==> config.mk <==
export PLATFORM = sky130hd
export DESIGN_NAME = controller
export DESIGN_NICKNAME = d
export VERILOG_FILES = /design/src/rtl/controller.sv
export SDC_FILE = /design/constraint.sdc
export NUM_CORES = 1
export LEC_CHECK = 0
export BUFFER_PORTS_ARGS = -buffer_cell sky130_fd_sc_hd__buf_2
export CORE_AREA = 2 2 39 41
export CTS_CLUSTER_DIAMETER = 50
export CTS_CLUSTER_SIZE = 40
export DETAILED_ROUTE_END_ITERATION = 8
export DIE_AREA = 0 0 41 43
export GPL_ROUTABILITY_DRIVEN = 0
export PLACE_DENSITY = 0.57
export SLEW_MARGIN = 10
export SYNTH_ARGS = -nofsm -noshare
export SYNTH_HDL_FRONTEND = slang
export SYNTH_SLANG_ARGS = --single-unit
==> constraint.sdc <==
create_clock -name clk -period 1.8 [get_ports clk]
set_input_delay 0.09 -clock clk [delete_from_list [all_inputs] [get_ports clk]]
set_output_delay 0.09 -clock clk [all_outputs]
set_load 0.02 [all_outputs]
==> src/rtl/controller.sv <==
// Eight-phase instruction sequencer: fetch/decode/execute strobes and HLT.
// Optional resume-from-halt is enabled by defining CTRL_RESUME_EN.
module controller (
  input  logic       clk,
  input  logic       rst,
  input  logic [2:0] opcode,
  input  logic       zero,
  input  logic       resume,
  output logic       sel,
  output logic       rd,
  output logic       wr,
  output logic       data_e,
  output logic       ld_ir,
  output logic       ld_ac,
  output logic       ld_pc,
  output logic       inc_pc,
  output logic       halt,
  output logic [2:0] phase
);

  typedef enum logic [2:0] {
    INST_ADDR  = 3'd0,
    INST_FETCH = 3'd1,
    INST_LOAD  = 3'd2,
    IDLE       = 3'd3,
    OP_ADDR    = 3'd4,
    OP_FETCH   = 3'd5,
    ALU_OP     = 3'd6,
    STORE      = 3'd7
  } phase_e;

  localparam logic [2:0] OP_HLT = 3'd0;
  localparam logic [2:0] OP_SKZ = 3'd1;
  localparam logic [2:0] OP_ADD = 3'd2;
  localparam logic [2:0] OP_AND = 3'd3;
  localparam logic [2:0] OP_XOR = 3'd4;
  localparam logic [2:0] OP_LDA = 3'd5;
  localparam logic [2:0] OP_STO = 3'd6;
  localparam logic [2:0] OP_JMP = 3'd7;

  phase_e phase_q, phase_d;
  logic   halted_q, halted_d;
  logic   aluop;

  assign aluop = (opcode == OP_ADD) || (opcode == OP_AND) ||
                 (opcode == OP_XOR) || (opcode == OP_LDA);

`ifndef CTRL_RESUME_EN
  logic unused_resume;
  assign unused_resume = resume;
`endif

  always_comb begin
    phase_d  = phase_e'(phase_q + 3'd1);
    halted_d = halted_q;
    if (halted_q) begin
      phase_d = phase_q;
`ifdef CTRL_RESUME_EN
      if (resume) begin
        halted_d = 1'b0;
        phase_d  = INST_ADDR;
      end
`endif
    end else if (phase_q == OP_ADDR && opcode == OP_HLT) begin
      // PC has already been bumped once in this phase; freeze here.
      halted_d = 1'b1;
      phase_d  = OP_ADDR;
    end
  end

  always_ff @(posedge clk) begin
    if (rst) begin
      phase_q  <= INST_ADDR;
      halted_q <= 1'b0;
    end else begin
      phase_q  <= phase_d;
      halted_q <= halted_d;
    end
  end

  always_comb begin
    sel    = 1'b0;
    rd     = 1'b0;
    wr     = 1'b0;
    data_e = 1'b0;
    ld_ir  = 1'b0;
    ld_ac  = 1'b0;
    ld_pc  = 1'b0;
    inc_pc = 1'b0;
    halt   = 1'b0;
    if (rst) begin
      sel = 1'b1;
    end else if (halted_q) begin
      halt = 1'b1;
    end else begin
      unique case (phase_q)
        INST_ADDR: begin
          sel = 1'b1;
        end
        INST_FETCH: begin
          sel = 1'b1;
          rd  = 1'b1;
        end
        INST_LOAD, IDLE: begin
          sel   = 1'b1;
          rd    = 1'b1;
          ld_ir = 1'b1;
        end
        OP_ADDR: begin
          inc_pc = 1'b1;
          halt   = (opcode == OP_HLT);
        end
        OP_FETCH: begin
          rd = aluop;
        end
        ALU_OP: begin
          // Drive the bus a phase ahead of the STO write edge.
          rd     = aluop;
          inc_pc = (opcode == OP_SKZ) && zero;
          ld_pc  = (opcode == OP_JMP);
          data_e = (opcode == OP_STO);
        end
        STORE: begin
          rd     = aluop;
          ld_ac  = aluop;
          ld_pc  = (opcode == OP_JMP);
          wr     = (opcode == OP_STO);
          data_e = (opcode == OP_STO);
        end
        default: ;
      endcase
    end
  end

  assign phase = phase_q;

endmodule

==> results of run 1 <==
[report_power, final]
| part | leakage [nW] | switching (W) | internal, W |
|---|---|---|---|
| Combinational | 0.201 | 0.0000545 | 0.0000358 |
| Clock | 0.0138 | 0.0000318 | 0.0000742 |
| Sequential | 0.0329 | 0.0000131 | 0.0000964 |
[metal layers]
metal  track usage [%]  wire, µm  vias to the layer above
met4             2.000         0                        0
li1                  -         -                      196
met3             4.712       106                        0
met5                 0         0                        -
met1             12.90       362                      166
met2             14.69       335                       16
[flip-flops by register name, indices dropped and copies added (netlist names)]
register / count
phase: 3
halted_q: 1
[stage by stage]
step	instances	hold slack (ps)
2_1_floorplan	44	268.7
3_3_place_gp	75	400.5
3_5_place_dp	75	404.6
4_1_cts	78	165.8
5_1_grt	78	178.6
6_report	78	170.5
[layout by cell type, fill, tap and decap left out, types with 2 or more instances in the layout]
cell type,netlist,final
and3_1,2,2
buf_2,0,17
clkbuf_4,0,3
dfxtp_1,4,4
ha_1,6,6
inv_1,4,4
nand2_1,5,5
nor2_1,2,2
nor3_1,3,3
o22ai_1,2,2
[area by class of cell]
| cell class | instances | area (µm²) | area share, % |
|---|---|---|---|
| Timing Repair Buffer | 17 | 85.08 | 17.39 |
| Inverter | 4 | 15.01 | 3.069 |
| Multi-Input combinational cell | 34 | 266.5 | 54.48 |
| Sequential cell | 4 | 80.08 | 16.37 |
| Tap cell | 16 | 20.02 | 4.092 |
| Clock buffer | 3 | 22.52 | 4.604 |
[worst reg2reg max path, delay by kind of cell (launching register included)]
kind | cells | cell delay (ps)
AOI/OAI and AO/OA | 1 | 120
adders and majority gates | 1 | 280
DFF | 1 | 440
buffers and inverters | 1 | 100
and+or+nand+nor | 1 | 330
[how the worst max path moves through the flow]
stage,end,from,slack (ps),depth (start not counted)
6_report,rd,phase[0],230,5
5_1_grt,halt,phase[0],140,5
4_1_cts,rd,phase[0],230,5
3_5_place_dp,phase[1],phase[1],470,4
3_3_place_gp,phase[1],phase[1],490,4
2_1_floorplan,inc_pc,phase[1],240,3
[kinds of logic (layout without fill, tap and decap cells)]
group                    count (synthesis)  in the layout  synth area share [%]
flip-flops                               4              4                 21.05
AND/OR/NAND/NOR                         20             20                 29.94
adder cells (fa/ha/maj)                  6              6                 19.74
buffers and inverters                    6             24                 8.881
XOR/XNOR                                 1              1                 2.303
AO/OA/AOI/OAI                            7              7                 18.09
==> qor.csv, run 1 <==
metric;value;unit
Vias;378;
initial DRC count;8;
HP Class;in -> reg;
Final Cell Area;489.2;µm²
Synth top area share;21.05;%
Synth cell types;24;
synth cell count leaders;6 x ha_1, 5 x nand2_1, 4 x dfxtp_1, 4 x inv_1, 3 x nor3_1;
TritonCTS buffer count;3;
fill cell count;159;
Initial Util;27.49;%
most frequent cell after synthesis;ha_1;
cell row count;14;
Cell Area, Placed;466.7;µm²
Avg Cell Area, Syn;8.645;µm²
worst relative slew slack;75.33;%
Worst-path clk slew;40;ps
WS Path Type;reg -> out;
layout cells sized above 1;38.71;%
hold_buf cts;0;
run status;complete, no violations;
Setup-failing EPs final;0;
# DRC;0;
CTS tree;done;
synth warn;0;
htree depth;1;
Yosys top cell by area;dfxtp_1;
final wirelength;805;µm
Worst setup SP type;flip-flop;
antenna-violating nets left;0;
post-CTS resize count;0;
Crit-path slowest cell;dfxtp_1;
drt wl/cell;10.32;µm
worst r2r src;phase[0];
LEAKAGE;0.2472;nW
Fin. Hold Viols;0;
Die Ht;43;µm
CP max stage delay;360;ps
Reg-to-Reg End;phase[1];
fin worst setup slack;231.4;ps
Vias/cell;4.846;
Inserted Diodes;0;
ys async rst share;0;%
NumNets Final;77;
pwr dens;625.2;nW/µm²
max-slew violations;0;
Max Root-Sink Buffers;2;
Seq/Total Area, Yosys;21.05;%
largest net degree at the start of global routing;11;
Least-Margin Pin Slew;369.6;ps
skew final;2.468;ps
crit-path max FO;6;
initial antenna violation count;0;
top cells by area, synth;dfxtp_1 21%, ha_1 20%, nand2_1 4.9%;
setup TNS;0;ps
die width;41;µm
Syn-to-layout area delta;28.62;%
later-pin clock latency in the skew report;230;ps
Pre-antenna DRT Iters;2;
CP top delay family;adder cells;
Reg2Reg Setup Slack;470;ps
worst hold start;rst;
Mapped Cells;44;
CP required;1710;ps
fmax;637.5;MHz
critical-path cell list;ha_1 > ha_1 > and3_1 > nand3b_1 > buf_2;
worst hold stages;2;
gr usage total;9.950;%
Final min period;1569;ps
Post CTS Setup Buffer Count;0;
final core utilization;35.35;%
final cycle utilization of the critical path;87.14;%
count of state elements after synthesis;4;
Sink Count;4;
Die Area;1763;µm²
Mapped Nets;57;
Critical Path Most Common Cell;ha_1;
VDD IR max;0.0004202;V
WP data arrival;1480;ps
Crit path buffers/inverters;1;
first-pass GRT wire length;1214;µm
clk root buf;clkbuf_4;
IO Pins;19;
Main synth FF type;dfxtp_1;
unrepaired setup endpoints after global routing;false;
post-synthesis cell area;380.4;µm²
buffers added on ports;17;
CP Capture Type;output pin;
reg2reg path depth;4;
Worst Hold Endpoint;phase[2];
core box area;1384;µm²
grt ovf;0;
# Max-Cap Violations;0;
number of synthesized flops with an enable pin;0;
DP Worst Slack;474.6;ps
hpwl dp;660;µm
Pwr Total;0.0003059;W
vias in the first global route;306;
Note: power is estimated with default switching activity, not from simulation.
==> inputs of run 2 (changes only) <==
--- a/config.mk
+++ b/config.mk
@@ -12,7 +12,7 @@
 export DETAILED_ROUTE_END_ITERATION = 8
 export DIE_AREA = 0 0 41 43
 export GPL_ROUTABILITY_DRIVEN = 0
-export PLACE_DENSITY = 0.57
+export PLACE_DENSITY = 0.59
 export SLEW_MARGIN = 10
 export SYNTH_ARGS = -nofsm -noshare
 export SYNTH_HDL_FRONTEND = slang
==> constraint.sdc (replaced) <==
create_clock -name clk -period 1.37 [get_ports clk]
set_input_delay 0.0685 -clock clk [delete_from_list [all_inputs] [get_ports clk]]
set_output_delay 0.0685 -clock clk [all_outputs]
set_load 0.02 [all_outputs]
==> run 2 against run 1 <==
  * The run now ends with negative setup slack left
  * Largest power group is now combinational logic
  * Global-route usage rose by 2.6 points
  * Largest cell class unchanged
  * Final area up 26%
  * Sequential power up 30%
  * Routed wire length grew 24%
  * Clock skew down 1.7 ps
==> qor.csv, run 2 (same netlist as run 1, synthesis figures left out) <==
metric;value;unit;change
Reg2Reg Setup Slack;110;ps;-360 ps
# Max-Cap Violations;0;;unchanged
hold_buf cts;0;;unchanged
Die Ht;43;µm;unchanged
worst r2r src;phase[1];;
Fin. Hold Viols;0;;unchanged
Final Cell Area;616.8;µm²;+26%
sw frac;33.35;%;+0.85 points
fmax;709.2;MHz;
LEAKAGE;0.2741;nW;+11%
Cell Area, Placed;490.5;µm²;+5.1%
WS Path Type;reg -> out;;
# DRC;0;;unchanged
Least-Margin Pin Slew;208.4;ps;-161.2 ps
final wirelength;996;µm;+24%
worst hold start;rst;;
Final min period;1410;ps;
CTS tree;done;;
fin cells;84;;+7.7%
die width;41;µm;unchanged
buffers added on ports;17;;unchanged
NetSw;0.0001499;W;+51%
NumNets Final;83;;+7.8%
Reg area;90.09;µm²;+12%
first-pass GRT wire length;1428;µm;+18%
Worst Hold Margin;133.8;ps;-36.70 ps
pwr dens;728.5;nW/µm²;+17%
htree depth;1;;unchanged
Sink Count;4;;unchanged
grt ovf;0;;unchanged
skew final;0.7722;ps;-1.696 ps
HP Class;in -> reg;;
Worst Hold Endpoint;phase[2];;
hpwl dp;691.7;µm;+4.8%
Pre-antenna DRT Iters;3;;+1
Placed Cells;77;;+2.7%
Flop pwr share;31.6;%;-4.2 points
reg2reg path depth;4;;unchanged
core box area;1384;µm²;unchanged
run status;finished, violations left;;
Die Area;1763;µm²;unchanged
crit-path max FO;4;;-2
WP data arrival;1340;ps;-140 ps
Worst setup SP type;flip-flop;;
DP Worst Slack;103.4;ps;-371.3 ps
layout cells sized above 1;61.76;%;+23 points
max-slew violations;0;;unchanged
Clock Power Share;31.7;%;-3.0 points
CP required;1300;ps;-410 ps
commonest non-fill, non-tap cell in the layout;buf_2;;
multi-input logic area;322.8;µm²;+21%
Cell Int Power;0.0002995;W;+45%
Initial Util;27.49;%;unchanged
worst relative slew slack;85.99;%;+11 points
TritonCTS buffer count;3;;unchanged
Max Root-Sink Buffers;2;;unchanged
largest net degree at the start of global routing;11;;unchanged
Worst-path clk slew;40;ps;about the same
initial DRC count;5;;-3
fin worst setup slack;-40.05;ps;-271.4 ps
Pwr Total;0.0004494;W;+47%
vias in the first global route;348;;+14%
Syn-to-layout area delta;62.17;%;
Setup-failing EPs final;2;;+2
IO Pins;19;;unchanged
Reg-to-Reg End;phase[1];;
logic gate share of total power;36.7;%;+7.2 points
max reg flops;3;;unchanged
later-pin clock latency in the skew report;230;ps;about the same
Inserted Diodes;0;;unchanged
fill cell count;143;;-10%
final cycle utilization of the critical path;102.9;%;
cell row count;14;;unchanged
Vias;431;;+14%
antenna-violating nets left;0;;unchanged
worst hold stages;2;;unchanged
initial antenna violation count;0;;unchanged
clk root buf;clkbuf_4;;
most frequent cells in the layout;12 x buf_2, 10 x buf_4, 5 x nand2_1;;
unrepaired setup endpoints after global routing;true;;
Vias/cell;5.131;;+5.9%
CP Capture Type;output pin;;
VDD IR max;0.0003598;V;-14%
gr usage total;12.55;%;+2.6 points
failing checks;negative setup slack;;
drt wl/cell;11.86;µm;+15%
## run 2: how the worst max path moves through the flow
stage	end	slack, ps	from	depth (start not counted)
global route	rd	-90	phase[1]	5
floorplan	rd	30	phase[0]	4
global placement	rd	120	phase[0]	5
detailed placement	rd	100	phase[0]	5
CTS	rd	-50	phase[1]	5
finish	rd	-40	phase[1]	5
## run 2: final cells by class
type / count / area share [%]
well taps: 16 / 3.245
multi-input cells: 34 / 52.33
clock buffers: 3 / 3.651
flip-flops and latches: 4 / 14.60
inverters: 4 / 2.434
repair buffers: 23 / 23.73
## run 2: critical path, cell delays in order (launching register included)
cell,delay [ps]
dfxtp_4,350
ha_4,170
ha_4,150
and3_4,140
nand3b_1,160
buf_6,140
## run 2: power groups by stage
| stage | Combinational [W] | Clock, W | Sequential, W |
|---|---|---|---|
| CTS | 0.000162 | 0.000152 | 0.000141 |
| finish | 0.000165 | 0.000143 | 0.000142 |
| detailed placement | 0.000129 | 0 | 0.000144 |
| floorplan | 0.0000759 | 0 | 0.000153 |
| global route | 0.000179 | 0.000169 | 0.000143 |
| global placement | 0.000129 | 0 | 0.000143 |
## run 2: stage by stage
stage	utilization (%)	TNS, ps
finish	44.57	-59.57
global route	44.57	-241.6
CTS	42.95	-79.01
detailed placement	35.44	0
global placement	35.44	0
floorplan	-	0
## run 2: metal layers
layer / GRT usage, % / vias up / part of all wire (%)
met5: 0 / - / 0
met4: 6.000 / 0 / 0
met3: 7.853 / 0 / 7.9
met2: 18.75 / 17 / 50
met1: 13.18 / 203 / 42
li1: - / 211 / -
## run 2: timing repair
item | in CTS | in global routing
setup buffers | 4 | 0
pin swaps | 1 | 3
endpoints found under the setup margin | 5 | 6
gates resized for setup | 11 | 8
==> inputs of run 3 (changes only) <==
--- a/config.mk
+++ b/config.mk
@@ -6,6 +6,7 @@
 export NUM_CORES = 1
 export LEC_CHECK = 0
 export BUFFER_PORTS_ARGS = -buffer_cell sky130_fd_sc_hd__buf_2
+export CAP_MARGIN = 15
 export CORE_AREA = 2 2 39 41
 export CTS_CLUSTER_DIAMETER = 50
 export CTS_CLUSTER_SIZE = 40
@@ -13,7 +14,8 @@
 export DIE_AREA = 0 0 41 43
 export GPL_ROUTABILITY_DRIVEN = 0
 export PLACE_DENSITY = 0.59
-export SLEW_MARGIN = 10
+export REMOVE_ABC_BUFFERS = 1
+export SLEW_MARGIN = 20
 export SYNTH_ARGS = -nofsm -noshare
 export SYNTH_HDL_FRONTEND = slang
 export SYNTH_SLANG_ARGS = --single-unit
==> run 3 against run 2 <==
  * The flow still finishes with violations (negative setup slack)
  * Combinational power is 5% higher
  * Setup slack got worse by 27 ps
  * Count of clock-buffer cells in the layout is the same
  * First-iteration DRC count decreased by 40%
  * Non-clock buffer count fell by 1
  * Largest cell class unchanged
  * Highest routed layer unchanged
==> qor.csv, run 3 (same netlist as run 1, synthesis figures left out) <==
metric;value;unit;change
Worst Hold Endpoint;phase[2];;
Pwr Total;0.0004629;W;+3.0%
pwr dens;722.6;nW/µm²;-0.82%
core box area;1384;µm²;unchanged
WS Path Type;reg -> out;;
# Max-Cap Violations;0;;unchanged
Critical Path Most Common Cell;ha_4;;
NumNets Final;82;;-1.2%
layout cells sized above 1;65.67;%;+3.9 points
final core utilization;46.29;%;+1.7 points
fin worst setup slack;-67.11;ps;-27.06 ps
CP required;1300;ps;about the same
Max Root-Sink Buffers;2;;unchanged
Setup-failing EPs final;2;;unchanged
final cycle utilization of the critical path;104.9;%;+2.0 points
Final min period;1437;ps;+27.06 ps
fmax;695.8;MHz;-1.9%
critical-path cell list;ha_4 > ha_4 > and3_4 > nand3b_1 > buf_6;;
grt ovf;0;;unchanged
Inserted Diodes;0;;unchanged
CP max stage delay;370;ps;+20 ps
Vias;413;;-4.2%
worst r2r src;phase[1];;
failing checks;negative setup slack;;
worst hold start;rst;;
CP Capture Type;output pin;;
worst hold stages;2;;unchanged
max-slew violations;0;;unchanged
Fin. Hold Viols;0;;unchanged
# DRC;0;;unchanged
clk root buf;clkbuf_4;;
final wirelength;990;µm;-0.60%
Least-Margin Pin Slew;222.6;ps;+14.20 ps
Crit-path slowest cell;dfxtp_4;;
run status;finished, violations left;;
cell row count;14;;unchanged
Pre-antenna DRT Iters;3;;unchanged
Initial Util;27.49;%;unchanged
Vias/cell;4.976;;-3.0%
first-pass GRT wire length;1545;µm;+8.2%
vias in the first global route;361;;+3.7%
Worst-path clk slew;40;ps;about the same
later-pin clock latency in the skew report;230;ps;about the same
die width;41;µm;unchanged
LEAKAGE;0.2725;nW;-0.60%
unrepaired setup endpoints after global routing;true;;
TritonCTS buffer count;3;;unchanged
Reg-to-Reg End;phase[1];;
skew final;2.341;ps;+1.569 ps
Syn-to-layout area delta;68.42;%;
initial DRC count;3;;-2
antenna-violating nets left;0;;unchanged
gr usage total;13.07;%;+0.52 points
Die Ht;43;µm;unchanged
HP Class;in -> reg;;
Die Area;1763;µm²;unchanged
CTS tree;done;;
reg2reg path depth;4;;unchanged
initial antenna violation count;0;;unchanged
htree depth;1;;unchanged
DP Worst Slack;50.42;ps;-52.94 ps
hpwl dp;684.6;µm;-1.0%
VDD IR max;0.0005229;V;+45%
drt wl/cell;11.93;µm;+0.60%
fill cell count;140;;-2.1%
worst relative slew slack;85.16;%;-0.83 points
Sink Count;4;;unchanged
crit-path max FO;5;;+1
most frequent cells in the layout;13 x buf_2, 8 x buf_4, 5 x nand2_1;;
Worst setup SP type;flip-flop;;
commonest non-fill, non-tap cell in the layout;buf_2;;
Worst Hold Margin;150.3;ps;+16.52 ps
max reg flops;3;;unchanged
largest net degree at the start of global routing;11;;unchanged
buffers added on ports;17;;unchanged
Reg2Reg Setup Slack;90;ps;-20 ps
WP data arrival;1370;ps;+30 ps
IO Pins;19;;unchanged
## run 3: changes by cell type in the layout (fill, tap and decap cells not counted)
cell,delta
buf_2,+1
buf_4,-2
dfxtp_2,-1
dfxtp_4,+1
ha_1,-1
ha_2,-1
ha_4,+2
inv_1,-1
inv_4,+1
o22ai_1,-1
o22ai_2,+1
## run 3: area by class of cell
cell class / count / area [µm²] / area share [%]
Multi-Input combinational cell: 34 / 351.6 / 54.88
Timing Repair Buffer: 22 / 136.4 / 21.29
Sequential cell: 4 / 92.59 / 14.45
Clock buffer: 3 / 22.52 / 3.516
Tap cell: 16 / 20.02 / 3.125
Inverter: 4 / 17.52 / 2.734
## run 3: metal layers
metal	GRT usage, %	vias to the layer above	part of all wire (%)
met4	6.000	0	0
met2	20.00	15	49
li1	-	208	-
met1	15.48	190	46
met3	4.712	0	5.7
met5	0	-	0
## run 3: worst max-delay path, delay by kind of cell (launching register included)
| family | cells | cell delay [ps] |
|---|---|---|
| fa+ha+maj | 2 | 320 |
| buf+inv | 1 | 140 |
| flops | 1 | 370 |
| simple gates | 2 | 300 |
## run 3: report_power, final
group          leakage, nW  internal, W  total (W)  switching, W
sequential          0.0353     0.000126   0.000145     0.0000190
combinational        0.223    0.0000796   0.000174     0.0000944
clock               0.0138    0.0000978   0.000143     0.0000456
total                0.273     0.000304   0.000463      0.000159
## run 3: how the worst max path moves through the flow
stage | start | endpoint | cells past startpoint
final | phase[1] | rd | 5
after global routing | phase[0] | inc_pc | 5
after CTS | phase[0] | rd | 5
after detailed placement | phase[0] | phase[1] | 4
after global placement | phase[0] | phase[1] | 4
after floorplan | phase[1] | inc_pc | 3
## run 3: through the flow
| stage | cell area [µm²] | instances | TNS [ps] |
|---|---|---|---|
| 6_report | 640.6 | 83 | -81.20 |
| 5_1_grt | 640.6 | 83 | -276.3 |
| 4_1_cts | 564.3 | 82 | -94.49 |
| 3_5_place_dp | 481.7 | 77 | 0 |
| 3_3_place_gp | 481.7 | 77 | 0 |
| 2_1_floorplan | 361.6 | 42 | -335.0 |
## run 3: what timing repair did
item | CTS | global route
buffers inserted | 2 | 1
pin swaps | 1 | 4
resized for setup | 13 | 15
endpoints found under the setup margin | 7 | 7
hold buffers | 0 | 0
